[src/rtl/pwm_pkg.sv]
// Shared types and helpers for the PWM duty-cycle stage.
// The FSM state encoding and the period length live here so every file agrees on them.
package pwm_pkg;

   localparam int PWM_N_DEFAULT = 4;

   typedef enum logic [1:0] {
      OFF,
      ARM,
      RUN,
      DRAIN
   } pwm_state_t;

   // Last count value of a 2^n-clock period.
   function automatic int period_max(input int n);
      return (32'sd1 <<< n) - 32'sd1;
   endfunction

endpackage

[src/rtl/pwm_gen_if.sv]
// Bundle between the upstream counter/control side (master) and the PWM stage (slave).
interface pwm_gen_if
   import pwm_pkg::*;
#(
   parameter int N = PWM_N_DEFAULT
) ();

   logic [N-1:0] cnt;
   logic         enable;
   logic [N-1:0] duty;
   logic         duty_load;
   logic         pwm_out;
   logic         period_done;
   logic         duty_pending;
   logic         active;

   modport master (
      output cnt,
      output enable,
      output duty,
      output duty_load,
      input  pwm_out,
      input  period_done,
      input  duty_pending,
      input  active
   );

   modport slave (
      input  cnt,
      input  enable,
      input  duty,
      input  duty_load,
      output pwm_out,
      output period_done,
      output duty_pending,
      output active
   );

endinterface

[src/rtl/duty_shadow.sv]
// Double-buffered duty register: a pending value captured on load and an active value
// that only changes at a period start, with a same-cycle bypass for loads at the start.
module duty_shadow
   import pwm_pkg::*;
#(
   parameter int N = PWM_N_DEFAULT
) (
   input  logic         clock,
   input  logic         reset,
   input  logic         i_start,
   input  logic         i_load,
   input  logic [N-1:0] i_duty,
   output logic [N-1:0] o_eff_duty,
   output logic         o_pending
);

   logic [N-1:0] r_pend_duty;
   logic [N-1:0] r_act_duty;
   logic         r_pending;
   logic [N-1:0] w_start_duty;

   assign w_start_duty = i_load ? i_duty : r_pend_duty;
   assign o_eff_duty   = i_start ? w_start_duty : r_act_duty;
   assign o_pending    = r_pending;

   // The pending copy follows a bypassed load too, so a later start with no new load
   // re-applies the same value instead of resurrecting an older one.
   always_ff @(posedge clock) begin
      if (reset) begin
         r_pend_duty <= '0;
         r_act_duty  <= '0;
         r_pending   <= 1'b0;
      end else if (i_start) begin
         r_pend_duty <= w_start_duty;
         r_act_duty  <= w_start_duty;
         r_pending   <= 1'b0;
      end else if (i_load) begin
         r_pend_duty <= i_duty;
         r_pending   <= 1'b1;
      end
   end

endmodule

[src/rtl/pwm_gen.sv]
// PWM stage fed by a free-running counter: compares the count against a shadowed duty
// and gates the output with an FSM so periods start and end on the counter wrap.
module pwm_gen
   import pwm_pkg::*;
#(
   parameter int N = PWM_N_DEFAULT
) (
   input  logic     clock,
   input  logic     reset,
   pwm_gen_if.slave io_pwm
);

   localparam logic [N-1:0] P_MAX = N'(period_max(N));

   pwm_state_t   r_state;
   pwm_state_t   w_state_next;
   logic         r_pwm_out;
   logic         r_period_done;
   logic         w_cnt_zero;
   logic         w_cnt_max;
   logic         w_start;
   logic         w_running;
   logic         w_out_on;
   logic         w_pwm_next;
   logic         w_done_next;
   logic         w_pending;
   logic [N-1:0] w_eff_duty;

   assign w_cnt_zero = (io_pwm.cnt == '0);
   assign w_cnt_max  = (io_pwm.cnt == P_MAX);
   assign w_running  = (r_state == RUN) || (r_state == DRAIN);
   assign w_start    = w_cnt_zero && (r_state != OFF);

   duty_shadow #(
      .N(N)
   ) u_duty_shadow (
      .clock      (clock),
      .reset      (reset),
      .i_start    (w_start),
      .i_load     (io_pwm.duty_load),
      .i_duty     (io_pwm.duty),
      .o_eff_duty (w_eff_duty),
      .o_pending  (w_pending)
   );

   // Dropping enable on the last count of a period has already completed it, so RUN
   // goes straight to OFF there rather than draining a whole extra period.
   always_comb begin
      w_state_next = r_state;
      case (r_state)
         OFF: begin
            if (io_pwm.enable) w_state_next = ARM;
         end
         ARM: begin
            if (!io_pwm.enable)  w_state_next = OFF;
            else if (w_cnt_zero) w_state_next = RUN;
         end
         RUN: begin
            if (!io_pwm.enable) w_state_next = w_cnt_max ? OFF : DRAIN;
         end
         DRAIN: begin
            if (io_pwm.enable)  w_state_next = RUN;
            else if (w_cnt_max) w_state_next = OFF;
         end
         default: w_state_next = OFF;
      endcase
   end

   // Gating on the next state lets the ARM->RUN wrap cycle produce the first high clock,
   // so the first output period is full length.
   assign w_out_on    = (w_state_next == RUN) || (w_state_next == DRAIN);
   assign w_pwm_next  = w_out_on && (io_pwm.cnt < w_eff_duty);
   assign w_done_next = w_running && w_cnt_max;

   always_ff @(posedge clock) begin
      if (reset) begin
         r_state       <= OFF;
         r_pwm_out     <= 1'b0;
         r_period_done <= 1'b0;
      end else begin
         r_state       <= w_state_next;
         r_pwm_out     <= w_pwm_next;
         r_period_done <= w_done_next;
      end
   end

   assign io_pwm.pwm_out      = r_pwm_out;
   assign io_pwm.period_done  = r_period_done;
   assign io_pwm.duty_pending = w_pending;
   assign io_pwm.active       = w_running;

endmodule

[src/flat_wrapper.sv]
// flat-port wrapper written by rule: the top's interface ports become plain ports
module pwm_gen_flat import pwm_pkg::*;
#(
   parameter int N = PWM_N_DEFAULT
)
  (clock, reset, io_pwm_cnt, io_pwm_enable, io_pwm_duty, io_pwm_duty_load, io_pwm_pwm_out, io_pwm_period_done, io_pwm_duty_pending, io_pwm_active);
  pwm_gen_if #(.N(N)) io_pwm_i ();
  input  logic clock;
  input  logic reset;
  input wire logic [$bits(io_pwm_i.cnt)-1:0] io_pwm_cnt;
  input wire logic [$bits(io_pwm_i.enable)-1:0] io_pwm_enable;
  input wire logic [$bits(io_pwm_i.duty)-1:0] io_pwm_duty;
  input wire logic [$bits(io_pwm_i.duty_load)-1:0] io_pwm_duty_load;
  output wire logic [$bits(io_pwm_i.pwm_out)-1:0] io_pwm_pwm_out;
  output wire logic [$bits(io_pwm_i.period_done)-1:0] io_pwm_period_done;
  output wire logic [$bits(io_pwm_i.duty_pending)-1:0] io_pwm_duty_pending;
  output wire logic [$bits(io_pwm_i.active)-1:0] io_pwm_active;
  assign io_pwm_i.cnt = io_pwm_cnt;
  assign io_pwm_i.enable = io_pwm_enable;
  assign io_pwm_i.duty = io_pwm_duty;
  assign io_pwm_i.duty_load = io_pwm_duty_load;
  assign io_pwm_pwm_out = io_pwm_i.pwm_out;
  assign io_pwm_period_done = io_pwm_i.period_done;
  assign io_pwm_duty_pending = io_pwm_i.duty_pending;
  assign io_pwm_active = io_pwm_i.active;
  pwm_gen #(.N(N)) u_core (.clock(clock), .reset(reset), .io_pwm(io_pwm_i));
endmodule
[config.mk]
export PLATFORM = sky130hd
export DESIGN_NAME = pwm_gen_flat
export DESIGN_NICKNAME = d
export VERILOG_FILES = /design/src/rtl/pwm_pkg.sv /design/src/rtl/pwm_gen_if.sv /design/src/rtl/duty_shadow.sv /design/src/rtl/pwm_gen.sv /design/src/flat_wrapper.sv
export SDC_FILE = /design/constraint.sdc
export NUM_CORES = 1
export LEC_CHECK = 0
export CORE_ASPECT_RATIO = 1.2
export CORE_MARGIN = 3
export CORE_UTILIZATION = 30
export DETAILED_ROUTE_END_ITERATION = 10
export PLACE_DENSITY = 0.52
export SKIP_LAST_GASP = 1
export SLEW_MARGIN = 20
export SYNTH_ARGS = -nofsm -noshare
export SYNTH_HDL_FRONTEND = slang
export SYNTH_HIERARCHICAL = 1
export SYNTH_SLANG_ARGS = --single-unit
[constraint.sdc]
create_clock -name clock -period 2.2 [get_ports clock]
set_clock_uncertainty 0.2 [all_clocks]
set_input_delay 0.55 -clock clock [delete_from_list [all_inputs] [get_ports clock]]
set_output_delay 0.55 -clock clock [all_outputs]
set_load 0.01 [all_outputs]
==> out/results.txt <==
Leak - 0.0004119 µW
Reg2Reg Launch Point - u_core/r_state[1]$_SDFF_PP0_
Worst Reg2Reg Path Length in Cells - 7
Worst rel slew slack - 82.15%
Clock slew at reported path FFs - 0.07 ns
Total GRT Usage - 10.97%
Starting Density - 33.10%
Fillers - 181
Worst setup path start - io_pwm_cnt[3]
Worst setup margin - 0.07483 ns
MaxCap Viol Count - 0
Routed vias - 555
Commonest non-fill, non-tap cell in the layout - buf_4
Layout cells sized above 1 - 46.46%
Vias per cell - 4.370
Most frequent cells in the layout - buf_4 (20), dfxtp_1 (13), clkdlybuf4s50_1 (10)
1st-iter DRT viols - 3
Worst Path Class, Setup - in -> reg
Unique cell type count in the Yosys netlist - 24
Final Hold Fails - 0
Flops & latches, synth - 13
Critical path fanouts, max - 6
Cells after Synth - 63
Fmax - 470.6 MHz
Min-delay src - u_core/u_duty_shadow/o_pending$_SDFFE_PP0P_
Die H - 56.62 µm
Worst EP required - 2.18 ns
Util after Layout - 51.91%
Final Net Count - 115
RD Place Congestion - 0.7037
Largest net degree at the start of global routing - 11
Number of inserted diodes - 0
Syn Area/Cell - 10.17 µm²
Die W - 48.19 µm
Slowest cell on the critical path - ha_1
Placed cell areas - 934.6 µm²
Worst reg2reg endpoint - u_core/io_pwm.pwm_out$_SDFF_PP0_
Antenna Nets Post-Route - 0
Crit path largest cell delay - 0.28 ns
Core Area - 1936 µm²
Post-synth ARST share - 0%
H-tree Lvls - 1
Port Buffers - 15
# IOs - 16
# clock sinks - 13
Crit share post-route - 96.60%
Most used DFF post-synth - dfxtp_1
Routed length per instance - 10.12 µm
First drt pass iteration count - 3
CTS tree - built
Status - completed
Worst min-delay path category - reg -> reg
Vias in the first global route - 570
First-pass GRT wire length - 2.194 mm
CP arrival - 2.11 ns
Die ar. - 2728 µm²
P per Cell Area - 473.9 nW/µm²
Setup TNS - 0 ns
Post-synth EDFFs - 0
Worst hold stages - 2
Max Transition Viols Final - 0
Tightest Pin Transition - 0.2677 ns
Syn nets - 78
Clock latency on the worst-skew pair - 0.26 ns
Finished Cell Area - 1005 µm²
Post-Route WL - 1.285 mm
Setup-failing EPs final - 0
GR Overflow Total - 0
Number of CTS-inserted buffers - 3
Clk root buf - clkbuf_4
Ys Warns - 6
Final min period - 2.125 ns
Initial antenna violation count - 0
Sequential fraction of the synthesis area - 40.62%
DRC viols - 0
HPWL Detailed - 1.026 mm
Largest buffer count on any clock path - 2
Startpoint types - input pin
Worst path cell trace - clkdlybuf4s15_1 > nor4_4 > o21a_4 > nor2_2 > a21oi_1 > inv_1 > ha_1 > and2_4 > a221oi_2
Reg2reg setup slack - 0.35 ns
CP endpoint kind - flip-flop
Pre-CTS WS - -0.6611 ns
Layout area overhead - 56.84%
FP Rows - 17
Maximum VDD drop - 0.2646 mV
Post-Syn Area - 640.6 µm²
Hold EP - u_core/u_duty_shadow/o_pending$_SDFFE_PP0P_
[power breakdown]
group          switching (µW)  internal, µW
clock network            68.8          70.0
registers                4.33           243
logic                    36.9          53.1
[cells by family after synthesis]
kind of cell | share of synthesized area [%]
AO/OA/AOI/OAI | 19.92
adder cells (fa/ha/maj) | 5.860
buffers and inverters | 6.445
flip-flops | 40.63
multiplexers | 8.593
AND/OR/NAND/NOR | 18.55
[routing by layer]
layer / GRT usage (%) / vias to the layer above / wire (µm)
li1: - / 292 / -
met1: 14.09 / 248 / 579
met2: 16.60 / 13 / 612
met3: 2.885 / 2 / 82
met4: 4.615 / 0 / 11
met5: 0 / - / 0
[state kept, by name, summed over array words and instances (netlist names)]
| signal | count |
|---|---|
| u_core/io_pwm.period_done | 1 |
| u_core/io_pwm.pwm_out | 1 |
| u_core/r_state | 2 |
| u_core/u_duty_shadow/o_pending | 1 |
| u_core/u_duty_shadow/r_act_duty | 4 |
| u_core/u_duty_shadow/r_pend_duty | 4 |
[synthesized netlist by cell type, types with 2 or more instances]
master	count	share of area, %
a211oi_2	4	7.8
a21o_1	2	2.3
a21oi_1	5	3.9
clkbuf_1	2	1.2
dfxtp_1	13	41
ha_1	3	5.9
inv_1	4	2.3
mux2i_2	4	8.6
nor2_1	10	5.9
nor2b_1	2	2.0
[worst max path at each step]
stage / end / slack, ns / cells after the start
2_1_floorplan: u_core/io_pwm.pwm_out$_SDFF_PP0_ / -0.12 / 9
3_3_place_gp: u_core/io_pwm.pwm_out$_SDFF_PP0_ / -0.63 / 9
3_5_place_dp: u_core/io_pwm.pwm_out$_SDFF_PP0_ / -0.66 / 9
4_1_cts: u_core/io_pwm.pwm_out$_SDFF_PP0_ / 0.02 / 9
5_1_grt: u_core/io_pwm.pwm_out$_SDFF_PP0_ / -0.004 / 9
6_report: u_core/io_pwm.pwm_out$_SDFF_PP0_ / 0.07 / 9
[stage by stage]
stage	total power, µW	instances	hold slack, ns
final	476.2	127	0.3190
after global routing	509.8	127	0.3455
after CTS	485.7	123	0.3227
after detailed placement	342.6	119	0.3004
after global placement	342.4	119	0.3050
after floorplan	290.0	63	0.2722
[critical path, delay by kind of cell]
kind / cells / cell delay [ns]
compound gates: 3 / 0.55
buf+inv: 2 / 0.26
fa+ha+maj: 1 / 0.28
simple gates: 3 / 0.47
[repair_timing]
item | 4_1_cts | 5_1_grt
setup buffers | 0 | 4
cloned | 0 | 0
pin swaps | 1 | 3
gates resized for setup | 13 | 6
setup endpoints to repair | 1 | 1
hold buffers | 0 | 0
[layout make-up]
| type | instances | area (µm²) | area share [%] |
|---|---|---|---|
| Timing Repair Buffer | 36 | 299.0 | 29.76 |
| Clock buffer | 4 | 26.28 | 2.615 |
| Tap cell | 28 | 35.03 | 3.487 |
| Sequential cell | 13 | 260.3 | 25.90 |
| Inverter | 4 | 15.01 | 1.494 |
| Multi-Input combinational cell | 42 | 369.1 | 36.74 |
(Power assumes the default switching activity.)
